## config.mk

```make
export PLATFORM = sky130hd
export DESIGN_NAME = ysyx_idu_rnu_queue
export DESIGN_NICKNAME = d
export VERILOG_FILES = /design/src/rtl/ysyx_idu_rnu_queue.sv
export SDC_FILE = /design/constraint.sdc
export NUM_CORES = 2
export LEC_CHECK = 0
export ABC_CLOCK_PERIOD_IN_PS = 27900
export CAP_MARGIN = 20
export CELL_PAD_IN_SITES_DETAIL_PLACEMENT = 1
export CELL_PAD_IN_SITES_GLOBAL_PLACEMENT = 1
export CORE_MARGIN = 4
export CORE_UTILIZATION = 35
export CTS_CLUSTER_DIAMETER = 60
export CTS_CLUSTER_SIZE = 28
export DETAILED_ROUTE_END_ITERATION = 12
export GPL_ROUTABILITY_DRIVEN = 0
export MAX_ROUTING_LAYER = met4
export PLACE_DENSITY_LB_ADDON = 0.1
export SYNTH_ARGS = -nofsm -noshare
export SYNTH_HDL_FRONTEND = slang
export SYNTH_SLANG_ARGS = --single-unit
```

## constraint.sdc

```tcl
create_clock -name clock -period 27.9 [get_ports clock]
set_input_delay 4.185 -clock clock [delete_from_list [all_inputs] [get_ports clock]]
set_output_delay 4.185 -clock clock [all_outputs]
set_load 0.01 [all_outputs]
```

## src/rtl/ysyx_idu_rnu_queue.sv

```systemverilog
// rtl/ysyx_idu_rnu_queue.sv - multi-lane decode->rename circular FIFO with flush
module ysyx_idu_rnu_queue #(
  parameter int DEPTH = 8,
  parameter int IN_W  = 2,
  parameter int OUT_W = 2,
  parameter int PW    = 256,
  localparam int AW   = $clog2(DEPTH),
  localparam int CW   = AW + 1
) (
  input  logic                clock,
  input  logic                reset,
  input  logic                flush,
  input  logic [IN_W-1:0]     in_valid,
  input  logic [IN_W*PW-1:0]  in_data,
  output logic                in_ready,
  output logic [OUT_W-1:0]    out_valid,
  output logic [OUT_W*PW-1:0] out_data,
  input  logic [OUT_W-1:0]    out_ready,
  output logic [CW-1:0]       count
);

  logic [PW-1:0] mem_q [DEPTH];
  logic [AW-1:0] head_q, head_d;
  logic [AW-1:0] tail_q, tail_d;
  logic [CW-1:0] count_q, count_d;

  logic [CW-1:0] n_in, n_out;
  logic          in_run, out_run;
  logic [IN_W-1:0] wr_en;

  // Credit check on registered occupancy only; no dequeue credit in the same cycle
  always_comb begin
    in_ready = (CW'(DEPTH) - count_q) >= CW'(IN_W);
    count    = count_q;
  end

  // Enqueue: contiguous run of valid lanes from lane 0, suppressed when not ready or flushing
  always_comb begin
    n_in   = '0;
    in_run = in_ready && !flush;
    wr_en  = '0;
    for (int i = 0; i < IN_W; i++) begin
      if (in_run && in_valid[i]) begin
        n_in     = n_in + CW'(1);
        wr_en[i] = 1'b1;
      end else begin
        in_run = 1'b0;
      end
    end
  end

  // Read side: lane j shows the j-th oldest entry; dequeue counts the contiguous taken run
  always_comb begin
    n_out   = '0;
    out_run = !flush;
    for (int j = 0; j < OUT_W; j++) begin
      out_valid[j]          = CW'(j) < count_q;
      out_data[j*PW +: PW]  = mem_q[head_q + AW'(j)];
      if (out_run && out_valid[j] && out_ready[j]) begin
        n_out = n_out + CW'(1);
      end else begin
        out_run = 1'b0;
      end
    end
  end

  // Next pointer/occupancy; flush wins over any simultaneous enqueue or dequeue
  always_comb begin
    head_d  = head_q + n_out[AW-1:0];
    tail_d  = tail_q + n_in[AW-1:0];
    count_d = count_q + n_in - n_out;
    if (flush) begin
      head_d  = '0;
      tail_d  = '0;
      count_d = '0;
    end
  end

  // Pointer and occupancy registers
  always_ff @(posedge clock or posedge reset) begin
    if (reset) begin
      head_q  <= '0;
      tail_q  <= '0;
      count_q <= '0;
    end else begin
      head_q  <= head_d;
      tail_q  <= tail_d;
      count_q <= count_d;
    end
  end

  // Payload storage; lane i lands at tail+i modulo DEPTH, so wrapping groups stay contiguous
  always_ff @(posedge clock) begin
    for (int i = 0; i < IN_W; i++) begin
      if (wr_en[i]) begin
        mem_q[tail_q + AW'(i)] <= in_data[i*PW +: PW];
      end
    end
  end

  // Occupancy never exceeds DEPTH and always matches the pointer distance
  assert property (@(posedge clock) disable iff (reset)
    (count_q <= CW'(DEPTH)) && ((tail_q - head_q) == count_q[AW-1:0]));

endmodule

```

* Word-level counts from Yosys, hierarchy flattened *
Memories as Yosys holds them, arrays and structs flattened.
Index checks and enable logic that the tools add are counted.

word-level totals
  flip-flop bits (word level) = 10
  RAM bits = 2048
  logic and storage cells = 39
  memories = 1

memory list
  memory  words  bits a word  read ports  clocked after memory_dff  wr ports  RTL line  source
  mem_q   8      256          2           0                         2         22        logic [PW-1:0] mem_q [DEPTH];

operators by class
  $add $sub $neg = 9
  magnitude comparators = 3
  mux-type cells = 15
  reductions and logical operators = 8

operators by type and width
  operator                                                                number
  4-bit two-way mux                                                       3
  1-bit two-way mux                                                       10
  4-bit by 1-bit adder with 4-bit output (second input constant)          2
  1-bit by 4-bit < comparator with 1-bit output (first input constant)    2
  1-bit logical AND                                                       7
  3-bit by 1-bit adder with 3-bit output (second input constant)          2
  3-bit adder                                                             2
  3-bit two-way mux                                                       2
  4-bit adder                                                             1
  4-bit by 2-bit >= comparator with 1-bit output (second input constant)  1
  4-bit subtractor                                                        1
  4-bit subtractor (first input constant)                                 1
  1-bit logical NOT                                                       1

* Depth between registers and ports, before layout *
  depth in word-level cells = 10
  gate-level depth with buffers = 17

* Least setup slack after synthesis *
No wires, ideal clock.

  kind = input port to flip-flop
  start = input in_valid[0]
  end = memory mem_q[0][0] (enable)
  arrival = 29994 ps
  data required time = 26338 ps
  setup slack = -3656 ps
  stages = 3
  path buffers = 0
  path through = nor2b_1 o21ai_1 o41ai_1

RTL lines
  what                RTL line  source
  start: declaration  13        input logic [IN_W-1:0] in_valid,
  end: declaration    22

* Final worst setup path *
  start = register head_q[0]
  end = output out_data[377]

on the way
  word-level cells in the longest chain between the ends = 2

RTL lines
  what                                    RTL line  source
  start: declaration                      23        logic [AW-1:0] head_q, head_d;
  start signal: assignment                82        head_q <= '0;
  start signal: assignment                86        head_q <= head_d;
  3-bit by 1-bit adder with 3-bit output  58        out_data[j*PW +: PW] = mem_q[head_q + AW'(j)];
  memory 8 x 256 bit                      --
  end: declaration                        17        output logic [OUT_W*PW-1:0] out_data,

No other way between the ends.

==> qor.csv <==
metric,value,unit
status,completed,
Post-synth top cells,"mux2_2 (2541), edfxtp_1 (2048), mux4_2 (1024), buf_2 (232), clkbuf_1 (176)",
IO Count,1038,
Routed Antenna Nets,0,
Clock Tree Buf Depth,4,
Syn Nets,6782,
Synth cell types,37,
Rel. slew slack,0.796,%
Max Fclk,91.5,MHz
Final Critical Period,10.93,ns
PD cells,81.6,nW/um^2
Synth Instances,6246,
Ys Warns,0,
clock-pin slew on the worst setup and hold paths,0.06,ns
WL per Instance,36.0,microns
CTS Hold Bufs,0,
area delta synth->final,20.7,%
Clock Sink Count,2058,
Final Cell Area,141000,sq um
"Top FF cell, synth",edfxtp_1,
DRT iter0 DRCs,4988,
final clock skew,0.0592,ns
worst-skew pair later-pin latency,0.94,ns
"top cells by area, synth","edfxtp_1 (53%), mux2_2 (25%), mux4_2 (20%)",
critical path data required time,23.72,ns
CTS tree,done,
root buf cell,clkbuf_16,
MaxCap Viol Count,0,
die height,585,microns
top-area cell type share of the netlist area,52.7,%
H-tree depth,4,
period utilization,39.2,%
syn_area_per_cell,18.7,sq um
cts repair resizes,0,
Post-Route WL,426000,microns
initial core utilization,35.2,%
Leak,43.6,nW
worst-path maximum fanout,57,
Startpoint Class,flip-flop,
"EDFF count, synth",2048,
maximum VDD drop,0.0768,mV
DRC viols,0,
pin count of the biggest net entering global routing,141,
mapped cell area,117000,sq um
initial antenna violation count,163,
Overflow after GRT,0,
routed via count,68898,
share of layout cells above drive strength 1,56.3,%
count of final setup violators,0,
Seq cells post-synth,2058,
IO buf count,1037,
Tightest Pin Transition,1.49,ns
WS Path Type,flip-flop to primary output,
die area,342000,sq um
Inserted Clock Buffers,243,
number of global-route vias before repair,74783,
"Power, Total",0.0115,W
register area share after synthesis,53.0,%
drt first pass iters,5,
"Hold Vio Cnt, Final",0,
CP Capture Type,primary output,
Core Box Area,331000,sq um
pins over their slew limit,0,
Hold Path Class,flip-flop to flip-flop,
DR vias/cell,5.81,
num rows,211,
Synth area leader,edfxtp_1,
GRT Overall Usage,25.2,%
first-pass GRT wire length,602000,microns
ys async rst share,0.486,%
Hold WS,0.770,ns
DP Area,132000,sq um
"count leader, synth",mux2_2,
Worst Path Arrival,6.75,ns
nets,7700,
buffers inserted by post-CTS timing repair,0,
RSZ-0062 raised after global routing,false,
dpl hpwl,254000,microns
Die X,585,microns
## logic make-up after synthesis
group                    synth area share, %
AND/OR/NAND/NOR                        0.140
adder cells (fa/ha/maj)                0.208
multiplexers                            44.5
AO/OA/AOI/OAI                          0.147
flip-flops                              53.0
buffers and inverters                   1.97
XOR/XNOR                              0.0676
## flip-flops by register name (all words and copies together) (netlist names)
| register | flops |
|---|---|
| head_q | 3 |
| tail_q | 3 |
| count | 4 |
| mem_q | 2048 |
## critical path, cell delays in order (launching register included)
cell and delay, ns:
dfrtp_4 0.84, buf_4 0.73, buf_4 0.78, buf_4 0.86, buf_4 0.79, mux4_2 0.59
mux2_2 0.33, clkdlybuf4s50_1 0.54
## layout by cell type (no fill, tap or decap), drive strengths merged, types with 4 or more instances in the layout
cell | Yosys | routed
nand2 | 4 | 4
clkinv | 0 | 78
mux2 | 2560 | 2560
buf | 338 | 150
dfrtp | 10 | 10
nor2 | 7 | 7
clkinvlp | 0 | 28
edfxtp | 2048 | 2048
bufinv | 0 | 37
ha | 13 | 13
diode | 0 | 119
inv | 17 | 69
xnor2 | 6 | 6
clkdlybuf4s50 | 0 | 1037
clkbuf | 176 | 263
nor2b | 6 | 6
fa | 4 | 4
mux4 | 1024 | 1024
## layer usage
metal | share of wire [%] | up-vias | track usage (%)
li1 | - | 28512 | -
met1 | 41 | 37859 | 31.1
met2 | 49 | 1974 | 40.9
met3 | 7.3 | 553 | 6.57
met4 | 3.1 | 0 | 7.20
met5 | 0 | - | -
## through the flow
step                      utilization [%]  instances  setup TNS, ns  setup slack, ns
final                                42.5      11862              0            16.97
after global routing                 42.5      11851              0            16.44
after CTS                            42.4      11743              0            16.79
after detailed placement             39.8      11285              0            17.87
after global placement               39.8      11285              0            17.96
after floorplan                         -       6246       -2807.68            -3.66
## report_power, final
part / switching (W) / total, W / internal [W]
logic: 0.00206 / 0.00417 / 0.00211
registers: 0.000119 / 0.00384 / 0.00372
clock network: 0.00149 / 0.00348 / 0.00199
## final timing paths
| kind | slack [ns] | from | depth (start not counted) | to |
|---|---|---|---|---|
| max | 16.97 | head_q[0] | 7 | out_data[377] |
| min | 0.77 | count[0] | 2 | count[0] |
| max reg2reg | 21.89 | count[1] | 10 | mem_q[4][53] |
| min reg2reg | 0.77 | count[0] | 2 | count[0] |
| max in group asynchronous | 23.98 | reset | 2 | head_q[1] |
| min in group asynchronous | 3.55 | reset | 2 | count[1] |
## final cells by class
cell class                 instances  area [sq um]
fill                           31424        190000
sequential                      2058         61800
antenna                          119           298
timing repair buffer            1187         11700
tap                             4366          5460
multi-input combinational       3657         52700
clock buffer                     263          6180
inverter                          17          63.8
clock inverter                   195          2450
Power figures use the tool's default switching activity.
